**src/rtl/evt_dispatch_sched.sv**
```systemverilog
// Event pending/overflow tracker with a single-offer dispatch FSM.
// Optional EVT_DISP_RR_EN: round-robin selection instead of fixed priority.
module evt_dispatch_sched #(
    parameter  int NB_EVT = 8,
    localparam int IDX_W  = $clog2(NB_EVT)
) (
    input  logic              clk_i,
    input  logic              rst_i,
    input  logic              en_i,
    input  logic [NB_EVT-1:0] evt_i,
    input  logic [NB_EVT-1:0] mask_i,
    input  logic              clr_ovf_i,
    output logic              req_valid_o,
    output logic [IDX_W-1:0]  req_idx_o,
    input  logic              req_ready_i,
    output logic [NB_EVT-1:0] pending_o,
    output logic [NB_EVT-1:0] ovf_o,
    output logic              busy_o
);

    typedef enum logic {
        IDLE,
        OFFER
    } state_t;

    state_t state;

    logic [NB_EVT-1:0] elig;
    logic [NB_EVT-1:0] clr_vec;
    logic [NB_EVT-1:0] pend_n;
    logic [NB_EVT-1:0] ovf_n;
    logic [IDX_W-1:0]  sel;
    logic              found;
    logic              hs;

`ifdef EVT_DISP_RR_EN
    logic [IDX_W-1:0] ptr;
`endif

    assign hs   = (state == OFFER) && req_ready_i;
    assign elig = pending_o & mask_i;

    always_comb begin
        clr_vec = '0;
        if (hs) begin
            clr_vec[req_idx_o] = 1'b1;
        end
        pend_n = (pending_o & ~clr_vec) | evt_i;
        ovf_n  = clr_ovf_i ? '0 : ovf_o;
        ovf_n  = ovf_n | (evt_i & pending_o & ~clr_vec);
    end

    always_comb begin
        sel   = '0;
        found = |elig;
`ifdef EVT_DISP_RR_EN
        // Later iterations overwrite: k = 1 (ptr-1) has highest priority.
        for (int k = NB_EVT; k >= 1; k--) begin
            if (elig[IDX_W'((int'(ptr) + NB_EVT - k) % NB_EVT)]) begin
                sel = IDX_W'((int'(ptr) + NB_EVT - k) % NB_EVT);
            end
        end
`else
        for (int i = 0; i < NB_EVT; i++) begin
            if (elig[i]) begin
                sel = IDX_W'(i);
            end
        end
`endif
    end

    always_ff @(posedge clk_i or posedge rst_i) begin
        if (rst_i) begin
            pending_o <= '0;
            ovf_o     <= '0;
        end else begin
            pending_o <= pend_n;
            ovf_o     <= ovf_n;
        end
    end

    always_ff @(posedge clk_i or posedge rst_i) begin
        if (rst_i) begin
            state       <= IDLE;
            req_valid_o <= 1'b0;
            req_idx_o   <= '0;
            busy_o      <= 1'b0;
        end else begin
            unique case (state)
                IDLE: begin
                    if (en_i && found) begin
                        state       <= OFFER;
                        req_valid_o <= 1'b1;
                        req_idx_o   <= sel;
                        busy_o      <= 1'b1;
                    end
                end
                OFFER: begin
                    if (req_ready_i) begin
                        state       <= IDLE;
                        req_valid_o <= 1'b0;
                        busy_o      <= 1'b0;
                    end
                end
                default: begin
                    state       <= IDLE;
                    req_valid_o <= 1'b0;
                    busy_o      <= 1'b0;
                end
            endcase
        end
    end

`ifdef EVT_DISP_RR_EN
    always_ff @(posedge clk_i or posedge rst_i) begin
        if (rst_i) begin
            ptr <= '0;
        end else if (hs) begin
            ptr <= req_idx_o;
        end
    end
`endif

endmodule

```
**config.mk**
```make
export PLATFORM = sky130hd
export DESIGN_NAME = evt_dispatch_sched
export DESIGN_NICKNAME = d
export VERILOG_FILES = /design/src/rtl/evt_dispatch_sched.sv
export SDC_FILE = /design/constraint.sdc
export NUM_CORES = 1
export LEC_CHECK = 0
export ABC_AREA = 1
export BUFFER_PORTS_ARGS = -buffer_cell sky130_fd_sc_hd__buf_4
export CAP_MARGIN = 20
export CELL_PAD_IN_SITES_DETAIL_PLACEMENT = 1
export CELL_PAD_IN_SITES_GLOBAL_PLACEMENT = 2
export CORE_MARGIN = 5
export CORE_UTILIZATION = 25
export CTS_BUF_LIST = sky130_fd_sc_hd__clkbuf_4 sky130_fd_sc_hd__clkbuf_8 sky130_fd_sc_hd__clkbuf_16
export CTS_CLUSTER_SIZE = 40
export DETAILED_ROUTE_END_ITERATION = 16
export MAX_ROUTING_LAYER = met4
export PLACE_DENSITY = 0.76
export RECOVER_POWER = 25
export SLEW_MARGIN = 20
export SYNTH_ARGS = -nofsm -noshare
export SYNTH_HDL_FRONTEND = slang
export SYNTH_SLANG_ARGS = --single-unit
```
**constraint.sdc**
```tcl
create_clock -name clk_i -period 1.39 [get_ports clk_i]
set_input_delay 0.0695 -clock clk_i [delete_from_list [all_inputs] [get_ports clk_i]]
set_output_delay 0.0695 -clock clk_i [all_outputs]
set_load 0.02 [all_outputs]
```
After elaboration in Yosys (flattened, before gate mapping) --
Cells that the tools add are included.
Cells by class: order comparisons 2, equal/unequal tests 2, reduce and logical (&&, ||, !) cells 6, bitwise logic cells 8, mux-type cells 17
Operators with widths (number):
- AND 8 bit | 4
- 2-to-1 mux 8 bit | 2
- bitwise OR 8 bit | 2
- 2-to-1 mux 3 bit | 5
- inverter 8 bit | 1
- OR reduction 8 bit | 1
- 2-to-1 mux 1 bit | 6
- less-than comparator 3 x 4 -> 1 bit (second input constant) | 1
- inequality test 2 bit (second input constant) | 2
- case mux 1 bit (2 select lines) | 2
- AND reduction 2 bit | 2
- demux 1 bit (select 3 bit) | 1
- >= comparator 3 x 1 -> 1 bit (second input constant) | 1
- logical AND 1 bit | 3
- 2-to-1 mux 2 bit | 1
- inverter 1 bit | 1
Storage, ports and cells: logic and storage cells 40, output and inout port bits 21, input bits 21, flip-flop bits (word level) 21

Logic depth before layout (Yosys ltp) --
Gate-level depths: netlist of run 1.
depth after elaboration 8, mapped depth 7, depth with buffers taken out 7

Worst setup path after synthesis of run 1 --
No wires, ideal clock.
path kind reg-to-reg, start register pending_o[3], end register req_idx_o[0], period minus slack after synthesis 1.114 ns, data arrival time 0.992 ns, buffers on the path 0, cell stages (with the launch flop) 7, setup time 0.123 ns, slack 0.276 ns, required time 1.267 ns, path through dfrtp_1 nand2_1 nand2_1 nor2_1 nand2_2 a21oi_1 a21oi_2
On the way: longest elaborated chain between the ends 6, elaborated cells on any way between the ends 9, those cells by class 5 x mux; 1 x bitwise; 3 x reduce/logical
Ends and longest elaborated chain:
- start, declared | RTL line 16 | output logic [NB_EVT-1:0] pending_o,
- start signal, assigned | RTL line 77 | pending_o <= pend_n;
- AND 8 bit (*) | RTL line 41 | assign elig = pending_o & mask_i;
- 2-to-1 mux 3 bit (5 in a row) | RTL line 65 | if (elig[i]) begin
- end signal, assigned | RTL line 94 | req_idx_o <= sel;
- end, declared | RTL line 14 | output logic [IDX_W-1:0] req_idx_o,
Every way passes the cells marked *; elsewhere a longest branch is shown, timed or not. A chain may end at the register's enable or synchronous reset.

Final worst setup path of run 1 --
start register req_idx_o[1], end register ovf_o[4]
On the way: longest elaborated chain between the ends 8, elaborated cells on any way between the ends 9, those cells by class 2 x order compare; 3 x mux; 3 x bitwise; 1 x reduce/logical
Ends and longest elaborated chain:
- less-than comparator 3 x 4 -> 1 bit (not written as such) or >= comparator 3 x 1 -> 1 bit (tied branches) | RTL line 46 | clr_vec[req_idx_o] = 1'b1;
- logical AND 1 bit (not written as such) | RTL line 46
- 2-to-1 mux 1 bit (not written as such) | RTL line 46
- demux 1 bit (select 3 bit) (*) | RTL line 46
- 2-to-1 mux 8 bit (*) | RTL line 45 | if (hs) begin
- inverter 8 bit (*) | RTL line 50 | ovf_n = ovf_n | (evt_i & pending_o & ~clr_vec);
- AND 8 bit (*) | RTL line 50
- bitwise OR 8 bit (*) | RTL line 50
- net ovf_n[4] | RTL line 31 | logic [NB_EVT-1:0] ovf_n;
- end signal, assigned | RTL line 78 | ovf_o <= ovf_n;
- end, declared | RTL line 17 | output logic [NB_EVT-1:0] ovf_o,
Mark *: on every way through the listed nets, which the timed path passes. The rest lies on a longest branch.

==> run_summary.xml, run 1 <==
<?xml version="1.0" encoding="UTF-8"?>
<metrics>
  <group name="logic_synthesis">
    <metric name="synth_largest_area_cell" unit="">dfrtp_1</metric>
    <metric name="ys_top_cells_by_area" unit="">dfrtp_1 56%, nand2_1 14%, inv_1 9.5%</metric>
    <metric name="synth_area" unit="µm²">946</metric>
    <metric name="yosys_most_used_dff" unit="">dfrtp_1</metric>
    <metric name="post_synthesis_sequential_area_ratio" unit="%">55.6</metric>
    <metric name="synth_async_sr_flop_share" unit="%">100</metric>
    <metric name="postSynthNetCount" unit="">135</metric>
    <metric name="synth_enable_flop_cells" unit="">0</metric>
    <metric name="synth_seq_cells" unit="">21</metric>
    <metric name="post_synth_inst_count" unit="">114</metric>
    <metric name="synth.lib_cells_used.distinct" unit="">16</metric>
    <metric name="total_of_warnings_raised_by_yosys" unit="">0</metric>
    <metric name="syn-mean-instance-area" unit="µm²">8.30</metric>
    <metric name="synth_top_cells_by_count" unit="">35 x nand2_1, 24 x inv_1, 21 x dfrtp_1, 8 x o22ai_1</metric>
    <metric name="synth_top_area_share" unit="%">55.6</metric>
    <metric name="post-synth-top-count-cell" unit="">nand2_1</metric>
  </group>
  <group name="sta">
    <metric name="worst_clock_skew" unit="ns">0.00135</metric>
    <metric name="max_freq" unit="MHz">796</metric>
    <metric name="fin_tns_setup" unit="ns">0</metric>
    <metric name="rsz0062_at_grt" unit="">no</metric>
    <metric name="post-route-min-period" unit="ns">1.26</metric>
    <metric name="worst_slew_pin_slew" unit="ns">0.535</metric>
    <metric name="report.final.setup_viol" unit="">0</metric>
    <metric name="slew_viol_final" unit="">0</metric>
    <metric name="finalCritPeriodShare" unit="%">90.4</metric>
    <metric name="worst_slew_margin_rel" unit="%">64.3</metric>
    <metric name="report.final.hold_viol_count" unit="">0</metric>
  </group>
  <group name="detailed_routing">
    <metric name="detailroute.via_count" unit="">870</metric>
    <metric name="top_layer_used" unit="">met4</metric>
    <metric name="amount_of_wire_on_met2_after_detailed_routing" unit="µm">1350</metric>
    <metric name="drt_drc_violations_left" unit="">0</metric>
    <metric name="ant_nets" unit="">0</metric>
    <metric name="routed_via_density" unit="">4.20</metric>
    <metric name="post_drt_wl_per_cell" unit="µm">12.6</metric>
    <metric name="drtIter0Drc" unit="">32</metric>
    <metric name="drt-met1-wl" unit="µm">1130</metric>
    <metric name="detail_route.first_pass.iterations" unit="">4</metric>
    <metric name="met3_length" unit="µm">112</metric>
    <metric name="total_routed_length" unit="µm">2600</metric>
  </group>
  <group name="power_and_ir_drop">
    <metric name="power.density_cell_area" unit="nW/µm²">1180</metric>
    <metric name="power.share.switching" unit="%">32.2</metric>
    <metric name="comb_power_share" unit="%">27.9</metric>
    <metric name="p_leak" unit="nW">0.734</metric>
    <metric name="power.internal" unit="mW">1.10</metric>
    <metric name="total_switching_power" unit="mW">0.520</metric>
    <metric name="power.clock.fraction" unit="%">25.4</metric>
    <metric name="seq_power_share" unit="%">46.7</metric>
    <metric name="vdd_ir_drop_max" unit="µV">459</metric>
    <metric name="post-layout-total-power" unit="mW">1.62</metric>
  </group>
  <group name="hold_path">
    <metric name="hold_class" unit="">in2reg</metric>
  </group>
  <group name="clocking">
    <metric name="total_cts_buffers" unit="">3</metric>
    <metric name="clk_path_buf_depth" unit="">2</metric>
    <metric name="tritoncts_clock_tree" unit="">yes</metric>
    <metric name="clk-insertion-delay-late" unit="ns">0.25</metric>
    <metric name="h-tree-depth" unit="">1</metric>
    <metric name="cts_setup_buffers" unit="">0</metric>
    <metric name="cts.sink_count" unit="">21</metric>
    <metric name="cts_root_buffer" unit="">clkbuf_8</metric>
    <metric name="clk_transition_reported_paths" unit="ns">0.07</metric>
  </group>
  <group name="placement">
    <metric name="port_buffers" unit="">41</metric>
    <metric name="area_after_detailed_placement" unit="µm²">1310</metric>
    <metric name="dp.final_hpwl" unit="µm">2160</metric>
    <metric name="routabilityCongestion" unit="">0.698</metric>
  </group>
  <group name="floorplan">
    <metric name="floorplan.die_area" unit="µm²">5110</metric>
    <metric name="starting_density" unit="%">25.8</metric>
    <metric name="coreArea" unit="µm²">3660</metric>
    <metric name="placement_rows" unit="">22</metric>
    <metric name="die-width" unit="µm">71.5</metric>
    <metric name="die_height" unit="µm">71.5</metric>
    <metric name="design.portCount" unit="">42</metric>
  </group>
  <group name="global_routing">
    <metric name="grt_antenna_before_repair" unit="">0</metric>
    <metric name="track_usage" unit="%">11.1</metric>
    <metric name="first_global_vias" unit="">947</metric>
    <metric name="largest_net_degree_at_the_start_of_global_routing" unit="">22</metric>
    <metric name="globalRoute.totalOverflow" unit="">0</metric>
    <metric name="grt_first_pass_wirelength" unit="µm">4310</metric>
  </group>
  <group name="setup_path">
    <metric name="worstPathMaxFanout" unit="">5</metric>
    <metric name="timing.critical_path.from_type" unit="">flop</metric>
    <metric name="crit_path_end_kind" unit="">flop</metric>
    <metric name="worst_ep_required_time" unit="ns">1.51</metric>
    <metric name="critPathArrivalTime" unit="ns">1.38</metric>
    <metric name="setup.worst_path.class" unit="">reg2reg</metric>
  </group>
  <group name="outcome">
    <metric name="status" unit="">complete, no violations</metric>
  </group>
  <group name="cells_and_area">
    <metric name="insertedDiodeCount" unit="">0</metric>
    <metric name="fillCellCount" unit="">443</metric>
    <metric name="syn_to_final_growth" unit="%">44.4</metric>
    <metric name="final_cell_area" unit="µm²">1370</metric>
    <metric name="final_layout_size_suffix_gt1_share" unit="%">34.0</metric>
    <metric name="num-nets-final" unit="">181</metric>
    <metric name="register_area" unit="µm²">526</metric>
    <metric name="multi_input_comb_area" unit="µm²">319</metric>
  </group>
  <group name="run">
    <metric name="drv.max_cap_violation_count" unit="">0</metric>
  </group>
</metrics>
==> path summary, 6_finish.rpt <==
kind	start	end	slack [ns]	cells after the start
max	req_idx_o[1]$_DFFE_PP0P_	ovf_o[4]$_DFF_PP0_	0.13	4
min	evt_i[0]	pending_o[0]$_DFF_PP0_	0.01	3
max reg2reg	req_idx_o[1]$_DFFE_PP0P_	ovf_o[4]$_DFF_PP0_	0.13	4
min reg2reg	pending_o[3]$_DFF_PP0_	pending_o[3]$_DFF_PP0_	0.53	2
max in group asynchronous	rst_i	ovf_o[0]$_DFF_PP0_	0.54	4
min in group asynchronous	rst_i	ovf_o[4]$_DFF_PP0_	0.49	4
==> cells by family after synthesis <==
family          Yosys count  synth area share [%]
buf+inv                  26                  10.7
simple gates             48                  21.6
flops                    21                  55.6
compound gates           19                  12.2
==> through the flow <==
step | worst slack (ns) | util (%) | hold slack, ns | instances
after global placement | 0.222 | 35.8 | 0.123 | 202
after CTS | 0.126 | 37.4 | 0.00727 | 207
final | 0.133 | 37.3 | 0.0119 | 207
after floorplan | 0.276 | - | 0.0460 | 114
after global routing | 0.0370 | 37.3 | 0.00395 | 207
after detailed placement | 0.169 | 35.8 | 0.131 | 202
==> worst max-delay path, stage by stage (launching register included) <==
cell	delay, ns
dfrtp_1	0.45
inv_1	0.11
nand2_1	0.08
o31ai_1	0.36
o22ai_1	0.13
==> layout make-up <==
| type | count | share of cell area (%) |
|---|---|---|
| multi-input cells | 67 | 23.4 |
| inverters | 24 | 6.59 |
| flip-flops and latches | 21 | 38.5 |
| repair buffers | 43 | 23.6 |
| clock buffers | 4 | 3.57 |
| well taps | 48 | 4.40 |
==> cells in the final DEF, fill, tap and decap left out <==
cell | Yosys | routed
nand2_1 | 35 | 35
a21oi_2 | 1 | 1
nand3_1 | 1 | 1
o31ai_1 | 2 | 2
a21oi_1 | 2 | 2
clkbuf_2 | 0 | 1
inv_1 | 24 | 24
nand2_4 | 1 | 1
nor2_2 | 2 | 2
nand2_2 | 4 | 4
clkbuf_8 | 0 | 3
buf_4 | 1 | 40
dfrtp_1 | 21 | 21
a31oi_1 | 1 | 1
o21ai_0 | 5 | 5
clkbuf_4 | 0 | 2
nor2_1 | 5 | 5
o22ai_1 | 8 | 8
dlygate4sd3_1 | 0 | 1
==> layer usage <==
metal / vias up / GRT usage, %
li1: 440 / -
met1: 411 / 13.0
met2: 17 / 18.8
met3: 2 / 2.24
met4: 0 / 3.76
met5: - / -
==> registers in the layout, indices dropped and copies added (netlist names) <==
name and flops:
pending_o 8, busy_o 1, ovf_o 8, state 1
req_idx_o 3
==> power by group through the flow <==
stage / clock [mW] / sequential (mW) / combinational [mW]
final: 0.411 / 0.754 / 0.451
after global routing: 0.465 / 0.766 / 0.497
after CTS: 0.432 / 0.754 / 0.462
after detailed placement: 0 / 0.765 / 0.457
after global placement: 0 / 0.760 / 0.453
after floorplan: 0 / 0.829 / 0.176
==> what timing repair did <==
item,CTS,global route
resized for setup,0,0
hold buffers,1,0
hold endpoints to repair,21,0
setup endpoints to repair,0,0
Power figures use the tool's default switching activity.
==> run 2: changes to the inputs <==
Settings changed: CORE_MARGIN 5 to 4, RECOVER_POWER 25 to unset.
==> run_summary.xml, run 2 (same netlist as run 1, synthesis figures left out) <==
<?xml version="1.0" encoding="UTF-8"?>
<metrics>
  <group name="sta">
    <metric name="fin_tns_setup" unit="ns">0</metric>
    <metric name="slew_viol_final" unit="">0</metric>
    <metric name="worst_slew_margin_rel" unit="%">74.2</metric>
    <metric name="worst_clock_skew" unit="ns">0.00285</metric>
    <metric name="max_freq" unit="MHz">821</metric>
    <metric name="worst_slew_pin_slew" unit="ns">0.384</metric>
    <metric name="report.final.hold_viol_count" unit="">0</metric>
    <metric name="finalCritPeriodShare" unit="%">87.6</metric>
    <metric name="report.final.setup_viol" unit="">0</metric>
    <metric name="rsz0062_at_grt" unit="">no</metric>
    <metric name="post-route-min-period" unit="ns">1.22</metric>
  </group>
  <group name="setup_path">
    <metric name="crit_path_end_kind" unit="">flop</metric>
    <metric name="timing.critical_path.from_type" unit="">flop</metric>
    <metric name="critPathArrivalTime" unit="ns">1.35</metric>
    <metric name="worst_ep_required_time" unit="ns">1.52</metric>
    <metric name="worstPathMaxFanout" unit="">5</metric>
    <metric name="setup.worst_path.class" unit="">reg2reg</metric>
    <metric name="r2r_setup_slack" unit="ns">0.17</metric>
  </group>
  <group name="run">
    <metric name="drv.max_cap_violation_count" unit="">0</metric>
  </group>
  <group name="clocking">
    <metric name="total_cts_buffers" unit="">3</metric>
    <metric name="h-tree-depth" unit="">1</metric>
    <metric name="post_cts.resized_instances" unit="">0</metric>
    <metric name="clk_transition_reported_paths" unit="ns">0.08</metric>
    <metric name="tritoncts_clock_tree" unit="">yes</metric>
    <metric name="clk-insertion-delay-late" unit="ns">0.26</metric>
    <metric name="cts.sink_count" unit="">21</metric>
    <metric name="clk_path_buf_depth" unit="">2</metric>
    <metric name="cts_root_buffer" unit="">clkbuf_8</metric>
  </group>
  <group name="placement">
    <metric name="routabilityCongestion" unit="">0.742</metric>
    <metric name="dp.final_hpwl" unit="µm">2160</metric>
    <metric name="port_buffers" unit="">41</metric>
  </group>
  <group name="floorplan">
    <metric name="die-width" unit="µm">69.5</metric>
    <metric name="die_height" unit="µm">69.5</metric>
    <metric name="design.portCount" unit="">42</metric>
    <metric name="coreArea" unit="µm²">3660</metric>
    <metric name="placement_rows" unit="">22</metric>
    <metric name="starting_density" unit="%">25.8</metric>
    <metric name="floorplan.die_area" unit="µm²">4830</metric>
  </group>
  <group name="detailed_routing">
    <metric name="routed_via_density" unit="">4.27</metric>
    <metric name="ant_nets" unit="">0</metric>
    <metric name="drt_drc_violations_left" unit="">0</metric>
    <metric name="detailroute.via_count" unit="">884</metric>
    <metric name="post_drt_wl_per_cell" unit="µm">12.6</metric>
    <metric name="detail_route.first_pass.iterations" unit="">3</metric>
    <metric name="total_routed_length" unit="µm">2610</metric>
    <metric name="drtIter0Drc" unit="">5</metric>
  </group>
  <group name="cells_and_area">
    <metric name="final_layout_size_suffix_gt1_share" unit="%">34.0</metric>
    <metric name="reg.largest.list" unit="">ovf_o (8), pending_o (8), req_idx_o (3)</metric>
    <metric name="num-nets-final" unit="">181</metric>
    <metric name="final_cell_mix" unit="">42 x buf_4, 35 x nand2_1, 24 x inv_1</metric>
    <metric name="layout_commonest_cell" unit="">buf_4</metric>
    <metric name="fillCellCount" unit="">455</metric>
    <metric name="syn_to_final_growth" unit="%">44.7</metric>
    <metric name="insertedDiodeCount" unit="">0</metric>
  </group>
  <group name="global_routing">
    <metric name="use_met3" unit="%">2.17</metric>
    <metric name="grtUsageMet1" unit="%">13.9</metric>
    <metric name="largest_net_degree_at_the_start_of_global_routing" unit="">22</metric>
    <metric name="met2_usage" unit="%">19.6</metric>
    <metric name="grt_antenna_before_repair" unit="">0</metric>
    <metric name="grt_first_pass_wirelength" unit="µm">4380</metric>
    <metric name="track_usage" unit="%">11.6</metric>
    <metric name="top_usage_layer" unit="">met2</metric>
    <metric name="first_global_vias" unit="">959</metric>
    <metric name="globalRoute.totalOverflow" unit="">0</metric>
  </group>
  <group name="power_and_ir_drop">
    <metric name="p_leak" unit="nW">0.735</metric>
    <metric name="power.density_cell_area" unit="nW/µm²">1190</metric>
    <metric name="post-layout-total-power" unit="mW">1.62</metric>
    <metric name="vdd_ir_drop_max" unit="µV">359</metric>
  </group>
  <group name="hold_path">
    <metric name="hold_class" unit="">in2reg</metric>
  </group>
  <group name="outcome">
    <metric name="status" unit="">complete, no violations</metric>
  </group>
</metrics>
[run 2: layout make-up]
cell class	instances	area (µm²)	area share (%)
clock buffers	4	48.8	3.56
inverters	24	90.1	6.58
multi-input cells	67	319	23.3
flip-flops and latches	21	526	38.4
well taps	48	60.1	4.39
repair buffers	43	325	23.8
[run 2: final timing paths]
check                                    startpoint  cells past startpoint                  endpoint
max in group asynchronous                     rst_i                      4  req_idx_o[2]$_DFFE_PP0P_
max reg2reg                req_idx_o[1]$_DFFE_PP0P_                      4        ovf_o[4]$_DFF_PP0_
max                        req_idx_o[1]$_DFFE_PP0P_                      4        ovf_o[4]$_DFF_PP0_
min in group asynchronous                     rst_i                      4        ovf_o[4]$_DFF_PP0_
min reg2reg                  pending_o[0]$_DFF_PP0_                      2    pending_o[0]$_DFF_PP0_
min                                        evt_i[5]                      3    pending_o[5]$_DFF_PP0_
[run 2: stage by stage]
stage / area (µm²) / utilization (%) / worst slack [ns] / hold WS [ns] / cells
after detailed placement: 1310 / 35.8 / 0.178 / 0.129 / 202
after CTS: 1370 / 37.4 / 0.144 / 0.00298 / 207
after floorplan: 946 / - / 0.276 / 0.0460 / 114
after global placement: 1310 / 35.8 / 0.223 / 0.123 / 202
final: 1370 / 37.4 / 0.172 / 0.00326 / 207
after global routing: 1370 / 37.4 / 0.0417 / 0.00578 / 207
[run 2: where the power goes]
group	switching (mW)	leakage [nW]	internal (mW)
Combinational	0.262	0.493	0.193
Clock	0.197	0.0262	0.224
Sequential	0.0685	0.216	0.680
Total	0.528	0.735	1.10
[run 2: layer usage]
layer | up-vias | wire [µm] | part of all wire [%]
met2 | 19 | 1310 | 50
met4 | 0 | 26 | 1.0
li1 | 438 | - | -
met3 | 4 | 107 | 4.1
met5 | - | 0 | 0
met1 | 423 | 1160 | 45
[run 2: worst max-delay path, stage by stage, from the launching register on]
cell	delay, ns
dfrtp_1	0.43
inv_1	0.10
nand2_1	0.07
o31ai_1	0.35
o22ai_1	0.13
[run 2: timing repair]
item / in CTS / in global routing
hold endpoints to repair: 21 / 0
setup buffers: 0 / 0
hold buffers: 1 / 0
==> run 3: changes to the inputs <==
Settings changed: ABC_AREA 1 to unset, CORE_UTILIZATION 25 to 26, PLACE_DENSITY 0.76 to 0.75, SLEW_MARGIN 20 to 10.
==> run_summary.xml, run 3 <==
<?xml version="1.0" encoding="UTF-8"?>
<metrics>
  <group name="outcome">
    <metric name="violations_in_the_final_reports" unit="">negative setup slack</metric>
    <metric name="status" unit="">complete, but fails checks</metric>
  </group>
  <group name="sta">
    <metric name="postLayoutSetupSlackWorst" unit="ns">-0.0876</metric>
    <metric name="worst_clock_skew" unit="ns">0.00562</metric>
    <metric name="worst_slew_margin_rel" unit="%">77.0</metric>
    <metric name="post-route-min-period" unit="ns">1.48</metric>
    <metric name="report.final.hold_viol_count" unit="">0</metric>
    <metric name="finalCritPeriodShare" unit="%">106</metric>
    <metric name="worst_slew_pin_slew" unit="ns">0.344</metric>
    <metric name="max_freq" unit="MHz">677</metric>
    <metric name="fin_tns_setup" unit="ns">-0.251</metric>
    <metric name="report.final.setup_viol" unit="">3</metric>
    <metric name="rsz0062_at_grt" unit="">yes</metric>
    <metric name="slew_viol_final" unit="">0</metric>
  </group>
  <group name="clocking">
    <metric name="clk-insertion-delay-late" unit="ns">0.30</metric>
    <metric name="cts_root_buffer" unit="">clkbuf_4</metric>
    <metric name="clk_transition_reported_paths" unit="ns">0.12</metric>
    <metric name="tritoncts_clock_tree" unit="">yes</metric>
    <metric name="total_cts_buffers" unit="">3</metric>
    <metric name="h-tree-depth" unit="">1</metric>
    <metric name="clk_path_buf_depth" unit="">2</metric>
    <metric name="cts.sink_count" unit="">21</metric>
  </group>
  <group name="floorplan">
    <metric name="starting_density" unit="%">27.4</metric>
    <metric name="die-width" unit="µm">68.0</metric>
    <metric name="design.portCount" unit="">42</metric>
    <metric name="floorplan.die_area" unit="µm²">4620</metric>
    <metric name="coreArea" unit="µm²">3420</metric>
    <metric name="placement_rows" unit="">21</metric>
    <metric name="die_height" unit="µm">68.0</metric>
  </group>
  <group name="logic_synthesis">
    <metric name="synth.lib_cells_used.distinct" unit="">21</metric>
    <metric name="synth_top_area_share" unit="%">56.1</metric>
    <metric name="synth_enable_flop_cells" unit="">0</metric>
    <metric name="synth_seq_cells" unit="">21</metric>
    <metric name="postSynthNetCount" unit="">115</metric>
    <metric name="syn-mean-instance-area" unit="µm²">9.96</metric>
    <metric name="synth_async_sr_flop_share" unit="%">100</metric>
    <metric name="post_synth_inst_count" unit="">94</metric>
    <metric name="post_synthesis_sequential_area_ratio" unit="%">56.1</metric>
    <metric name="synth_largest_area_cell" unit="">dfrtp_1</metric>
    <metric name="post-synth-top-count-cell" unit="">dfrtp_1</metric>
    <metric name="synth_area" unit="µm²">936</metric>
    <metric name="total_of_warnings_raised_by_yosys" unit="">0</metric>
    <metric name="synth_top_cells_by_count" unit="">21 x dfrtp_1, 20 x inv_1, 18 x nand2_1, 8 x o22ai_1, 7 x o21ai_0</metric>
    <metric name="yosys_most_used_dff" unit="">dfrtp_1</metric>
    <metric name="ys_top_cells_by_area" unit="">dfrtp_1 56%, inv_1 8.0%, nand2_1 7.2%</metric>
  </group>
  <group name="cells_and_area">
    <metric name="final_layout_size_suffix_gt1_share" unit="%">46.3</metric>
    <metric name="reg.largest.list" unit="">ovf_o (8), pending_o (8), req_idx_o (3)</metric>
    <metric name="multi_input_comb_area" unit="µm²">340</metric>
    <metric name="syn_to_final_growth" unit="%">66.2</metric>
    <metric name="fillCellCount" unit="">395</metric>
    <metric name="num-nets-final" unit="">184</metric>
    <metric name="register_area" unit="µm²">532</metric>
    <metric name="insertedDiodeCount" unit="">0</metric>
    <metric name="layout_commonest_cell" unit="">buf_4</metric>
    <metric name="final_cell_mix" unit="">56 x buf_4, 20 x inv_1, 17 x nand2_1</metric>
    <metric name="post_layout_nonfiller_instances" unit="">208</metric>
  </group>
  <group name="placement">
    <metric name="dp.final_hpwl" unit="µm">2310</metric>
    <metric name="port_buffers" unit="">41</metric>
    <metric name="routabilityCongestion" unit="">0.717</metric>
    <metric name="place_inst" unit="">193</metric>
  </group>
  <group name="power_and_ir_drop">
    <metric name="p_leak" unit="nW">0.773</metric>
    <metric name="total_switching_power" unit="mW">0.516</metric>
    <metric name="power.share.switching" unit="%">32.7</metric>
    <metric name="vdd_ir_drop_max" unit="µV">652</metric>
    <metric name="power.internal" unit="mW">1.06</metric>
    <metric name="seq_power_share" unit="%">46.8</metric>
    <metric name="power.clock.fraction" unit="%">20.4</metric>
    <metric name="power.density_cell_area" unit="nW/µm²">1020</metric>
    <metric name="comb_power_share" unit="%">32.7</metric>
  </group>
  <group name="detailed_routing">
    <metric name="ant_nets" unit="">0</metric>
    <metric name="routed_via_density" unit="">4.40</metric>
    <metric name="drt_drc_violations_left" unit="">0</metric>
    <metric name="detail_route.first_pass.iterations" unit="">4</metric>
    <metric name="detailroute.via_count" unit="">915</metric>
    <metric name="total_routed_length" unit="µm">3000</metric>
    <metric name="post_drt_wl_per_cell" unit="µm">14.4</metric>
    <metric name="drtIter0Drc" unit="">18</metric>
  </group>
  <group name="global_routing">
    <metric name="first_global_vias" unit="">1042</metric>
    <metric name="track_usage" unit="%">15.1</metric>
    <metric name="grt_first_pass_wirelength" unit="µm">4970</metric>
    <metric name="grt_antenna_before_repair" unit="">0</metric>
    <metric name="largest_net_degree_at_the_start_of_global_routing" unit="">22</metric>
    <metric name="globalRoute.totalOverflow" unit="">0</metric>
  </group>
  <group name="setup_path">
    <metric name="setup.worst_path.class" unit="">reg2reg</metric>
    <metric name="crit_path_end_kind" unit="">flop</metric>
    <metric name="r2r_setup_slack" unit="ns">-0.09</metric>
    <metric name="worstPathMaxFanout" unit="">4</metric>
    <metric name="timing.critical_path.from_type" unit="">flop</metric>
    <metric name="worst_ep_required_time" unit="ns">1.59</metric>
    <metric name="critPathArrivalTime" unit="ns">1.68</metric>
  </group>
  <group name="run">
    <metric name="drv.max_cap_violation_count" unit="">0</metric>
  </group>
  <group name="hold_path">
    <metric name="hold_class" unit="">in2reg</metric>
  </group>
</metrics>
## run 3: cell types whose count changed after synthesis, moves of 2 or more
cell and delta:
mux2_4 +2, nor2_1 -4, nor2_2 -2, o21ai_0 +2, nand2_2 -3, inv_1 -4
nand2_1 -17, a22oi_2 +2, a21oi_1 -2
## run 3: worst max-delay path, cell delays in order, from the launching register on
cell and delay (ns):
dfrtp_2 0.44, a22oi_2 0.19, nand2_2 0.09, o311ai_4 0.33, mux2_4 0.33
## run 3: power by group through the flow
| stage | sequential [mW] | combinational (mW) | clock, mW |
|---|---|---|---|
| final | 0.740 | 0.517 | 0.323 |
| after global placement | 0.746 | 0.477 | 0 |
| after detailed placement | 0.751 | 0.487 | 0 |
| after global routing | 0.752 | 0.565 | 0.363 |
| after floorplan | 0.816 | 0.175 | 0 |
| after CTS | 0.740 | 0.517 | 0.332 |
## run 3: worst paths after layout
path / from / end / cells past startpoint
min in group asynchronous: rst_i / req_idx_o[1]$_DFFE_PP0P_ / 4
worst max-delay path: pending_o[3]$_DFF_PP0_ / req_idx_o[0]$_DFFE_PP0P_ / 4
worst min-delay path: clr_ovf_i / ovf_o[2]$_DFF_PP0_ / 2
worst min register to register: ovf_o[3]$_DFF_PP0_ / ovf_o[3]$_DFF_PP0_ / 2
worst max register to register: pending_o[3]$_DFF_PP0_ / req_idx_o[0]$_DFFE_PP0P_ / 4
max in group asynchronous: rst_i / pending_o[6]$_DFF_PP0_ / 4
## run 3: cells by family after synthesis
logic type             share of synthesized area [%]
AOI/OAI and AO/OA                               19.5
DFF                                             56.1
and+or+nand+nor                                 10.8
buffers and inverters                           9.22
muxes                                           4.28
## run 3: final cells by class
type	instances	share of cell area, %
flip-flops and latches	21	34.2
inverters	20	4.83
clock buffers	4	1.93
multi-input cells	51	21.9
well taps	46	3.70
repair buffers	66	33.5
## run 3: metrics by stage
step	util (%)	hold slack, ns	power (mW)	setup WS (ns)	area (µm²)
2_1_floorplan	-	0.0457	0.990	-0.0951	942
4_1_cts	45.2	0.0195	1.59	-0.0940	1540
5_1_grt	45.5	0.0101	1.68	-0.185	1560
3_5_place_dp	41.0	0.132	1.24	-0.0659	1400
6_report	45.5	0.0215	1.58	-0.0876	1560
3_3_place_gp	41.0	0.129	1.22	-0.0126	1400
## run 3: timing repair
item	4_1_cts	5_1_grt
resized for setup	2	5
hold buffers	10	0
cloned	0	0
pin swaps	0	1
hold endpoints to repair	31	0
buffers inserted	1	0
endpoints found under the setup margin	5	8
## run 3: layer usage
metal / up-vias / part of all wire (%) / global-route usage (%)
met5: - / 0 / -
met4: 0 / 0.73 / 6.20
met3: 2 / 3.6 / 2.63
met2: 21 / 53 / 25.2
met1: 444 / 42 / 18.1
li1: 448 / - / -
